`src/rtl/seq_pkg.sv`:
```
// rtl/seq_pkg.sv - shared state encoding and offset sign-extension for prog_sequencer
package seq_pkg;

  typedef enum logic [1:0] {
    IDLE = 2'd0,
    RUN  = 2'd1,
    DONE = 2'd2
  } seq_state_t;

  // Sign-extends the low w bits of v to 32 bits; callers truncate to PC width.
  function automatic logic [31:0] sext32(input logic [31:0] v, input int w);
    logic [31:0] hi_mask;
    hi_mask = 32'hFFFF_FFFF << w;
    if (((v >> (w - 1)) & 32'd1) != 32'd0) return v | hi_mask;
    return v & ~hi_mask;
  endfunction

endpackage

```
`src/rtl/ret_stack.sv`:
```
// rtl/ret_stack.sv - return-address LIFO; only the pointer is reset, entries are don't-care
module ret_stack #(
  parameter int PC_W        = 10,
  parameter int STACK_DEPTH = 4
) (
  input  logic            clk_i,
  input  logic            rst_ni,
  input  logic            clr_i,
  input  logic            push_i,
  input  logic            pop_i,
  input  logic [PC_W-1:0] push_data_i,
  output logic [PC_W-1:0] top_o,
  output logic            full_o,
  output logic            empty_o
);

  localparam int SP_W  = $clog2(STACK_DEPTH + 1);
  localparam int IDX_W = (STACK_DEPTH > 1) ? $clog2(STACK_DEPTH) : 1;

  logic [SP_W-1:0] sp_q, sp_d;
  logic [PC_W-1:0] mem_q [STACK_DEPTH];
  logic            do_push, do_pop;

  assign full_o  = (sp_q == SP_W'(STACK_DEPTH));
  assign empty_o = (sp_q == '0);
  assign do_push = push_i && !full_o && !clr_i;
  assign do_pop  = pop_i && !empty_o && !clr_i;
  assign top_o   = empty_o ? '0 : mem_q[IDX_W'(sp_q - SP_W'(1))];

  always_comb begin
    sp_d = sp_q;
    if (clr_i)        sp_d = '0;
    else if (do_push) sp_d = sp_q + SP_W'(1);
    else if (do_pop)  sp_d = sp_q - SP_W'(1);
  end

  always_ff @(posedge clk_i or negedge rst_ni) begin
    if (!rst_ni) sp_q <= '0;
    else         sp_q <= sp_d;
  end

  always_ff @(posedge clk_i) begin
    if (do_push) mem_q[IDX_W'(sp_q)] <= push_data_i;
  end

endmodule

```
`src/rtl/prog_sequencer.sv`:
```
// rtl/prog_sequencer.sv - PC, run handshake, relative branch/call/return and run-cycle counter
module prog_sequencer
  import seq_pkg::*;
#(
  parameter int PC_W        = 10,
  parameter int BOFF_W      = 6,
  parameter int STACK_DEPTH = 4,
  parameter int START_ADDR  = 0,
  parameter int CNT_W       = 16
) (
  input  logic              Clk,
  input  logic              Reset,
  input  logic              Start,
  input  logic              Stall,
  input  logic              Halt,
  input  logic              Jen,
  input  logic              Call,
  input  logic              Ret,
  input  logic [BOFF_W-1:0] BImmed,
  output logic [PC_W-1:0]   PC,
  output logic              Busy,
  output logic              Done,
  output logic              StackErr,
  output logic [CNT_W-1:0]  CycCnt
);

  seq_state_t       state_q, state_d;
  logic [PC_W-1:0]  pc_q, pc_d;
  logic [CNT_W-1:0] cnt_q, cnt_d;
  logic             err_q, err_d;
  logic             push, pop, clr;
  logic [PC_W-1:0]  pc_inc, pc_tgt, top;
  logic             full, empty;

  assign pc_inc = pc_q + PC_W'(1);
  assign pc_tgt = pc_q + PC_W'(sext32(32'(BImmed), BOFF_W));

  ret_stack #(
    .PC_W        (PC_W),
    .STACK_DEPTH (STACK_DEPTH)
  ) u_ret_stack (
    .clk_i       (Clk),
    .rst_ni      (Reset),
    .clr_i       (clr),
    .push_i      (push),
    .pop_i       (pop),
    .push_data_i (pc_inc),
    .top_o       (top),
    .full_o      (full),
    .empty_o     (empty)
  );

  always_comb begin
    state_d = state_q;
    pc_d    = pc_q;
    cnt_d   = cnt_q;
    err_d   = err_q;
    push    = 1'b0;
    pop     = 1'b0;
    clr     = 1'b0;
    case (state_q)
      RUN: begin
        // The cycle that leaves RUN is still counted.
        if (cnt_q != {CNT_W{1'b1}}) cnt_d = cnt_q + CNT_W'(1);
        if (Stall) begin
          pc_d = pc_q;
        end else if (Halt) begin
          state_d = DONE;
        end else if (Ret) begin
          if (empty) begin
            err_d   = 1'b1;
            state_d = DONE;
          end else begin
            pc_d = top;
            pop  = 1'b1;
          end
        end else if (Call) begin
          if (full) begin
            err_d   = 1'b1;
            state_d = DONE;
          end else begin
            push = 1'b1;
            pc_d = pc_tgt;
          end
        end else if (Jen) begin
          pc_d = pc_tgt;
        end else begin
          pc_d = pc_inc;
        end
      end
      default: begin
        if (Start) begin
          state_d = RUN;
          pc_d    = PC_W'(START_ADDR);
          cnt_d   = '0;
          err_d   = 1'b0;
          clr     = 1'b1;
        end
      end
    endcase
  end

  always_ff @(posedge Clk or negedge Reset) begin
    if (!Reset) begin
      state_q <= IDLE;
      pc_q    <= PC_W'(START_ADDR);
      cnt_q   <= '0;
      err_q   <= 1'b0;
    end else begin
      state_q <= state_d;
      pc_q    <= pc_d;
      cnt_q   <= cnt_d;
      err_q   <= err_d;
    end
  end

  assign PC       = pc_q;
  assign Busy     = (state_q == RUN);
  assign Done     = (state_q == DONE);
  assign StackErr = err_q;
  assign CycCnt   = cnt_q;

endmodule
```
`config.mk`:
```
export PLATFORM = sky130hd
export DESIGN_NAME = prog_sequencer
export DESIGN_NICKNAME = d
export VERILOG_FILES = /design/src/rtl/seq_pkg.sv /design/src/rtl/ret_stack.sv /design/src/rtl/prog_sequencer.sv
export SDC_FILE = /design/constraint.sdc
export NUM_CORES = 1
export LEC_CHECK = 0
export ABC_CLOCK_PERIOD_IN_PS = 6580
export BUFFER_PORTS_ARGS = -buffer_cell sky130_fd_sc_hd__buf_2
export CORE_MARGIN = 3
export CORE_UTILIZATION = 40
export CTS_BUF_LIST = sky130_fd_sc_hd__clkbuf_8
export DETAILED_ROUTE_END_ITERATION = 10
export HOLD_SLACK_MARGIN = 0.12
export PLACE_DENSITY = 0.67
export SLEW_MARGIN = 20
export SYNTH_ARGS = -nofsm -noshare
export SYNTH_HDL_FRONTEND = slang
export SYNTH_SLANG_ARGS = --single-unit
```
`constraint.sdc`:
```
create_clock -name Clk -period 6.58 [get_ports Clk]
set_input_delay 0.658 -clock Clk [delete_from_list [all_inputs] [get_ports Clk]]
set_output_delay 0.658 -clock Clk [all_outputs]
set_load 0.02 [all_outputs]
```
==> results of run 1 <==
[power groups by stage]
| stage | sequential, mW | combinational [mW] | clock, mW |
|---|---|---|---|
| 3_5_place_dp | 0.687 | 0.693 | 0 |
| 2_1_floorplan | 0.696 | 0.498 | 0 |
| 6_report | 0.678 | 0.694 | 0.343 |
| 5_1_grt | 0.693 | 0.769 | 0.367 |
| 3_3_place_gp | 0.684 | 0.678 | 0 |
| 4_1_cts | 0.678 | 0.695 | 0.349 |
[final cells by class]
cell class / count / share of cell area (%)
clock buffer: 9 / 2.84
clock inverter: 7 / 1.58
inverter: 12 / 1.03
multi-input combinational: 227 / 40.0
sequential: 72 / 45.9
tap: 129 / 3.70
timing repair buffer: 43 / 4.99
[layer usage]
layer	GRT usage, %	vias to the layer above	wire, um
li1	-	1302	-
met1	22.9	1363	3830
met2	25.7	91	4110
met3	2.84	15	545
met4	7.22	0	191
met5	0	-	0
[logic make-up (layout without fill, tap and decap cells)]
group,count (synthesis),after routing
AO/OA/AOI/OAI,65,65
XOR/XNOR,26,26
adder cells (fa/ha/maj),17,17
buffers and inverters,26,71
flip-flops,72,72
multiplexers,13,13
AND/OR/NAND/NOR,106,106
[critical path, cell delays in order, from the launching register on]
cell	delay, ns
dfrtp_1	0.85
inv_1	0.20
ha_1	0.65
mux4_2	0.39
nand2b_1	0.16
o311ai_1	0.12
o22ai_1	0.12
a21o_1	0.19
[worst min-delay path by stage]
stage / start / end / slack [ns] / depth (start not counted)
after floorplan: Reset / CycCnt[0] / 0.36 / 0
after global placement: StackErr / StackErr / 0.50 / 2
after detailed placement: StackErr / StackErr / 0.51 / 2
after CTS: Reset / CycCnt[14] / 0.39 / 1
after global routing: Reset / CycCnt[5] / 0.42 / 1
final: Reset / CycCnt[5] / 0.36 / 1
[layout by cell type (no fill, tap or decap), types with 9 or more instances in the layout]
| cell | n |
|---|---|
| mux4_2 | 10 |
| clkbuf_8 | 9 |
| buf_2 | 42 |
| dfrtp_1 | 32 |
| nor2_1 | 27 |
| o21ai_0 | 13 |
| ha_1 | 16 |
| inv_1 | 12 |
| nand2_1 | 13 |
| edfxtp_1 | 40 |
| xor2_1 | 18 |
| nand3_1 | 18 |
| a21oi_1 | 10 |
[registers in the layout, indices dropped and copies added, names as in the netlist]
| register | count |
|---|---|
| CycCnt | 16 |
| u_ret_stack.sp_q | 3 |
| state_q | 2 |
| StackErr | 1 |
| PC | 10 |
| u_ret_stack.mem_q | 40 |
[metrics by stage]
stage,setup WS (ns),instances,utilization [%]
floorplan,4.22,325,-
global placement,3.90,483,44.7
detailed placement,3.80,483,44.7
CTS,3.79,499,46.8
global route,3.59,499,46.8
finish,3.82,499,46.8
==> impl_metrics.toml, run 1 <==
[drt]
vias_per_cell = 5.55
vias = 2771
dr.pass1.iters = 4
drtAntennaViolNets = 0
drtIter0Drc = 158
wl_per_cell_um = 17.4
drc_errors = 0
wl_mm = 8.67

[placed_design]
dp_hpwl_mm = 6.25
port_buffers = 42
place_congestion = 0.810
post_dp_cell_area_um2 = 4170

[sta]
post-route-period-util_pct = 41.9
min_period_ns = 2.76
whs_ns = 0.364
final.setup_skew_ns = 0.0132
tightest_slew_ns = 0.787
finalSetupViolations = 0
hold_violations = 0
drv_slew = 0
tns_ns = 0
slew_headroom_pct = 47.3
timing.fmax_ghz = 0.362
rsz0062_at_grt = "false"

[floorplan]
io_pins = 43
dieWidth_um = 105
rows = 35
core_um2 = 9330
initial_core_util_pct = 41.7
dieArea_um2 = 10900
fp.dieH_um = 105

[synthesis]
synth_top_flop_cell = "edfxtp_1"
ys_top_cells_by_count = "40 x edfxtp_1, 32 x dfrtp_1, 27 x nor2_1"
ys_ff_latch = 72
synth_nets = 356
synth_top_family_by_area = "simple AND/OR/NAND/NOR gates"
synth.avg_cell_area_um2 = 12.0
synth_xor_xnor_area_share_pct = 5.86
synth_cells = 325
synth.distinct_cells = 65
yosys.area_share.simple_pct = 15.0
synthArstFlopShare_pct = 44.4
yosys_warnings = 0
yosysMostFrequentCell = "edfxtp_1"
yosysTopAreaCell = "edfxtp_1"
synthAdderAreaFrac_pct = 5.66
synth_top_area_share_pct = 30.9
synth_area_um2 = 3890
seq_area_frac_synth_pct = 51.5
muxShareOfSynthArea_pct = 6.63
synth_area_leaders = "edfxtp_1 31%, dfrtp_1 21%, mux4_2 5.8%, ha_1 5.1%, xor2_1 4.1%"
synth-edff-count = 40
synth_compound_gate_area_share_pct = 11.7

[global_routing]
grt_max_degree = 33
antenna_found_initial = 0
grtUsageTotal_pct = 16.5
grt_pass1_vias = 2768
grt_first_pass_wirelength_mm = 14.5
grt-ovfl-total = 0

[cells_and_area]
nNetsFinal = 396
fillerInstances = 856
multi_input_area_um2 = 1740
syn2layout_area_growth_pct = 12.2
postLayoutCellArea_um2 = 4360
drive_gt1_share_pct = 23.2
n_antenna_cell = 0
ff_latch_area_um2 = 2000

[critical_path]
worstPathArrival_ns = 3.01
cp-endpoint = "PC[9]"
critPathRequiredTime_ns = 6.83
timing.rr.start = "u_ret_stack.sp_q[0]"
r2r_setup_slack_ns = 3.82
start_kind = "register"
critPathKind = "reg2reg"
startpoint = "u_ret_stack.sp_q[0]"
critPathMaxFanout = 15
cp-end-kind = "register"
reg2reg_to = "PC[9]"
ff2ff_path_depth = 7

[pwr]
p_comb_share_pct = 40.5
power.leakage_nw = 1.80
p_per_area_nw_per_um2 = 393
ir_worst_vdd_v = 0.000186
p_switching_mw = 0.718
power_mw = 1.71
p_seq_share_pct = 39.5
switching_share_pct = 41.9
clock_power_share_pct = 20.0
p_int_mw = 0.997

[cts]
htreeDepth = 3
postCtsSetupBuffers = 0
clkLatencyLatePin_ns = 0.36
post_cts_resized = 0
cts_tree = "yes"
cts.path.max_buffers = 2
cts-root-buf = "clkbuf_8"
cts.reportedPaths.clkPinSlew_ns = 0.09
hold_buffers = 0
cts.sinks = 72
cts_inserted_buffers = 9

[worst_hold_path]
min-delay-path-class = "in2async"

[status]
status = "finished, final reports clean"

[job]
drv_cap = 0
No activity file was read; power rests on OpenSTA's default activity.
==> run 2: changes to the inputs <==
ABC_CLOCK_PERIOD_IN_PS = 2900   (was 6580)
clock period = 2.9 ns   (was 6.58 ns; I/O delays follow)
==> run 2 against run 1 <==
Utilization increased by 0.67 points. Largest cell class unchanged. Register-to-register slack got worse by 3.4 ns. Critical path type unchanged. Clock power increased by 150%.
==> impl_metrics.toml, run 2 (synthesis results as in run 1) <==
[sta]
tightest_slew_ns = 0.762
tns_ns = 0
slew_headroom_pct = 49.2
rsz0062_at_grt = "false"
final.setup_skew_ns = 0.0116
timing.fmax_ghz = 0.412
min_period_ns = 2.43
finalSetupViolations = 0
drv_slew = 0
post-route-period-util_pct = 83.8
hold_violations = 0

[floorplan]
initial_core_util_pct = 41.7
core_um2 = 9330
dieWidth_um = 105
fp.dieH_um = 105
rows = 35
io_pins = 43
dieArea_um2 = 10900

[cells_and_area]
drive_gt1_share_pct = 24.2
n_antenna_cell = 0
final_common_cell = "buf_2"
nNetsFinal = 402
largest_reg_flops = 40
syn2layout_area_growth_pct = 13.8
largest_register = "u_ret_stack.mem_q"
mostFrequentLayoutCells = "42 x buf_2, 40 x edfxtp_1, 32 x dfrtp_1, 27 x nor2_1"
fin_util_pct = 47.4

[critical_path]
critPathKind = "reg2reg"
critPathRequiredTime_ns = 3.16
cp-end-kind = "register"
worstPathArrival_ns = 2.69
start_kind = "register"
critPathMaxFanout = 7

[cts]
cts.reportedPaths.clkPinSlew_ns = 0.09
hold_buffers = 1
cts.sinks = 72
cts.path.max_buffers = 2
cts-root-buf = "clkbuf_8"
clkLatencyLatePin_ns = 0.35
cts_tree = "yes"
postCtsSetupBuffers = 0
cts_inserted_buffers = 9
post_cts_resized = 0
htreeDepth = 3

[drt]
wl_mm = 8.86
dr.pass1.iters = 4
wl_per_cell_um = 17.5
vias = 2814
drtAntennaViolNets = 0
drc_errors = 0
vias_per_cell = 5.57
drtIter0Drc = 279

[pwr]
ir_worst_vdd_v = 0.000452
power.leakage_nw = 1.83
p_per_area_nw_per_um2 = 908

[global_routing]
grt_first_pass_wirelength_mm = 14.7
grtUsageTotal_pct = 16.9
antenna_found_initial = 0
grt-ovfl-total = 0
grt_max_degree = 33
grt_pass1_vias = 2798

[placed_design]
place_congestion = 0.943
dp_hpwl_mm = 6.26
port_buffers = 42

[worst_hold_path]
min-delay-path-class = "in2reg"

[status]
status = "finished, final reports clean"

[job]
drv_cap = 0
[run 2: changes by cell type in the layout (fill, tap and decap cells not counted)]
cell / delta
buf_4: +5
inv_8: -2
dlygate4sd3_1: +1
clkinvlp_4: +1
bufinv_16: +1
[run 2: final cells by class]
cell class / instances / area, um2
clock buffer: 9 / 124
clock inverter: 7 / 83.8
fill: 833 / 4900
inverter: 12 / 45.0
multi-input combinational: 227 / 1740
sequential: 72 / 2000
tap: 129 / 161
timing repair buffer: 49 / 265
[run 2: critical path, stage by stage (launching register included)]
cell	delay (ns)
dfrtp_1	0.47
ha_1	0.23
inv_1	0.07
fa_1	0.39
nand2b_1	0.18
a21oi_1	0.27
a221oi_1	0.15
xor2_1	0.16
o211a_1	0.23
o31ai_1	0.17
[run 2: path summary, 6_finish.rpt]
check,endpoint,cells past startpoint,from,slack (ns)
setup reg to reg,PC[8],9,PC[0],0.47
hold reg to reg,StackErr,2,StackErr,0.51
max in group asynchronous,CycCnt[9],2,Reset,1.87
setup / recovery,PC[8],9,PC[0],0.47
min in group asynchronous,PC[0],2,Reset,0.54
hold / removal,state_q[1],2,Start,0.17
[run 2: power breakdown]
| part | switching [mW] | leakage [nW] | internal, mW |
|---|---|---|---|
| Sequential | 0.200 | 0.796 | 1.30 |
| Combinational | 1.02 | 0.931 | 0.658 |
| Clock | 0.430 | 0.103 | 0.414 |
[run 2: stage by stage]
stage | setup slack (ns) | instance area, um2 | cells | hold WS (ns) | power, mW
final | 0.471 | 4430 | 505 | 0.173 | 4.02
after global routing | 0.273 | 4430 | 505 | 0.194 | 4.29
after CTS | 0.471 | 4430 | 505 | 0.156 | 4.04
after detailed placement | 0.495 | 4210 | 488 | 0.411 | 3.19
after global placement | 0.625 | 4210 | 488 | 0.409 | 3.14
after floorplan | 0.538 | 3890 | 325 | -0.00559 | 2.71
[run 2: per-layer routing]
layer  vias up  GRT usage (%)  routed length (um)
li1       1315              -                   -
met1      1364           23.9                4110
met2       117           25.2                3970
met3        18           4.39                 572
met4         0           6.09                 205
met5         -              0                   0
==> run 3: changes to the inputs <==
ABC_AREA = 1   (was unset)
ABC_CLOCK_PERIOD_IN_PS = 2200   (was 2900)
PLACE_DENSITY = 0.69   (was 0.67)
clock period = 2.2 ns   (was 2.9 ns; I/O delays follow)
==> run 3 against run 2 <==
Final cell count grew 34%. Clock skew down 0.0026 ns. Sequential cell count stayed put. Utilization up 0.44 points. Register-to-register slack worse by 0.26 ns. Global-route usage rose by 1.9 points. Largest power group unchanged. Critical endpoint unchanged.
==> impl_metrics.toml, run 3 <==
[synthesis]
yosys_warnings = 0
synth.distinct_cells = 41
yosysMostFrequentCell = "nand2_1"
yosysTopAreaCell = "edfxtp_1"
synth_area_um2 = 4100
synth_area_leaders = "edfxtp_1 29%, dfrtp_1 20%, nand2_1 9.3%, nor2_1 5.2%, inv_1 5.0%"
synth_nets = 506
synth.avg_cell_area_um2 = 8.62
ys_top_cells_by_count = "101 x nand2_1, 57 x nor2_1, 55 x inv_1"
ys_ff_latch = 72
synth-edff-count = 40
synth_top_flop_cell = "edfxtp_1"
synth_top_area_share_pct = 29.3
seq_area_frac_synth_pct = 48.9
synthArstFlopShare_pct = 44.4
synth_cells = 475

[floorplan]
dieWidth_um = 107
fp.dieH_um = 107
initial_core_util_pct = 41.5
rows = 36
core_um2 = 9860
dieArea_um2 = 11500
io_pins = 43

[critical_path]
reg2reg_to = "PC[8]"
start_kind = "register"
cp-end-kind = "register"
worstPathArrival_ns = 2.26
critPathRequiredTime_ns = 2.47
r2r_setup_slack_ns = 0.21
critPathKind = "reg2reg"
critPathMaxFanout = 3
timing.rr.start = "PC[0]"
ff2ff_path_depth = 10

[global_routing]
antenna_found_initial = 0
grtUsageTotal_pct = 18.8
grt_max_degree = 33
grt_first_pass_wirelength_mm = 16.9
grt-ovfl-total = 0
grt_pass1_vias = 3357

[sta]
worst_slack_ns = 0.208
slew_headroom_pct = 49.7
finalSetupViolations = 0
min_period_ns = 1.99
hold_violations = 0
tightest_slew_ns = 0.755
post-route-period-util_pct = 90.6
rsz0062_at_grt = "false"
tns_ns = 0
drv_slew = 0
timing.fmax_ghz = 0.502
final.setup_skew_ns = 0.00895
whs_ns = 0.260

[placed_design]
pre_cts_slack_ns = 0.191
place_congestion = 0.909
post_dp_cell_area_um2 = 4550
dp.cells = 658
dp_hpwl_mm = 7.50
port_buffers = 42

[cells_and_area]
syn2layout_area_growth_pct = 15.3
nNetsFinal = 568
fin_util_pct = 47.9
final_cell_count_no_fill = 675
largest_register = "u_ret_stack.mem_q"
drive_gt1_share_pct = 17.7
largest_reg_flops = 40
final_common_cell = "nand2_1"
mostFrequentLayoutCells = "101 x nand2_1, 58 x inv_1, 57 x nor2_1, 42 x buf_2, 40 x edfxtp_1"
postLayoutCellArea_um2 = 4720
n_antenna_cell = 0

[drt]
wl_mm = 10.1
wl_per_cell_um = 14.9
dr.pass1.iters = 5
drtAntennaViolNets = 0
vias = 3477
drtIter0Drc = 158
drc_errors = 0
vias_per_cell = 5.15

[worst_hold_path]
min-delay-start = "Start"
hold_path_depth = 4
min-delay-path-class = "in2reg"
hold_end = "state_q[0]"

[cts]
cts_tree = "yes"
cts_inserted_buffers = 9
cts.sinks = 72
cts-root-buf = "clkbuf_8"
htreeDepth = 3
cts.reportedPaths.clkPinSlew_ns = 0.07
clkLatencyLatePin_ns = 0.35
cts.path.max_buffers = 2
postCtsSetupBuffers = 0

[pwr]
ir_worst_vdd_v = 0.000606
power.leakage_nw = 2.12
power_mw = 5.55
p_per_area_nw_per_um2 = 1180

[job]
drv_cap = 0

[status]
status = "finished, final reports clean"
==> run 3: final cells by class <==
type / instances / area, um2
Clock buffer: 9 / 124
Clock inverter: 7 / 32.5
Fill cell: 962 / 5140
Inverter: 60 / 225
Multi-Input combinational cell: 335 / 1830
Sequential cell: 72 / 2000
Tap cell: 133 / 166
Timing Repair Buffer: 59 / 340
==> run 3: logic make-up (layout without fill, tap and decap cells) <==
group | count (synthesis) | in the layout | share of synthesized area (%)
and+or+nand+nor | 220 | 220 | 23.2
xor gates and xnor gates | 17 | 17 | 3.63
DFF | 72 | 72 | 48.9
adders and majority gates | 17 | 17 | 5.38
buffers and inverters | 68 | 135 | 6.51
AOI/OAI and AO/OA | 81 | 81 | 12.4
==> run 3: worst max path at each step <==
stage	startpoint	end	slack (ns)	cells after the start
final	PC[0]	PC[8]	0.21	10
after global routing	PC[2]	PC[7]	0.04	12
after CTS	CycCnt[0]	CycCnt[8]	0.18	9
after detailed placement	CycCnt[0]	CycCnt[8]	0.19	9
after global placement	PC[2]	PC[7]	0.28	12
after floorplan	u_ret_stack.sp_q[0]	u_ret_stack.mem_q[1][0]	0.04	8
==> run 3: metal layers <==
| layer | global-route usage (%) | share of wire (%) |
|---|---|---|
| met2 | 29.3 | 46 |
| met3 | 3.37 | 5.9 |
| met1 | 26.3 | 46 |
| met5 | 0 | 0 |
| met4 | 6.67 | 2.0 |
==> run 3: worst max-delay path, cell delays in order, from the launching register on <==
cell     delay [ns]
dfrtp_1        0.36
ha_1           0.17
inv_1          0.07
fa_1           0.41
o21ai_0        0.36
nand3_1        0.15
nand2_1        0.09
nand2_1        0.05
nand3_1        0.06
nand3_1        0.07
a21oi_1        0.12
==> run 3: timing repair <==
action / in CTS / in global routing
endpoints found under the setup margin: 0 / 2
hold endpoints to repair: 32 / 0
gates resized for setup: 0 / 1
hold buffers: 1 / 0
==> run 3: where the power goes <==
part           switching (mW)  internal [mW]  leakage (nW)
Clock                   0.479          0.389        0.0902
Sequential              0.182           1.73         0.781
Combinational            1.85          0.928          1.25
Total                    2.51           3.04          2.12
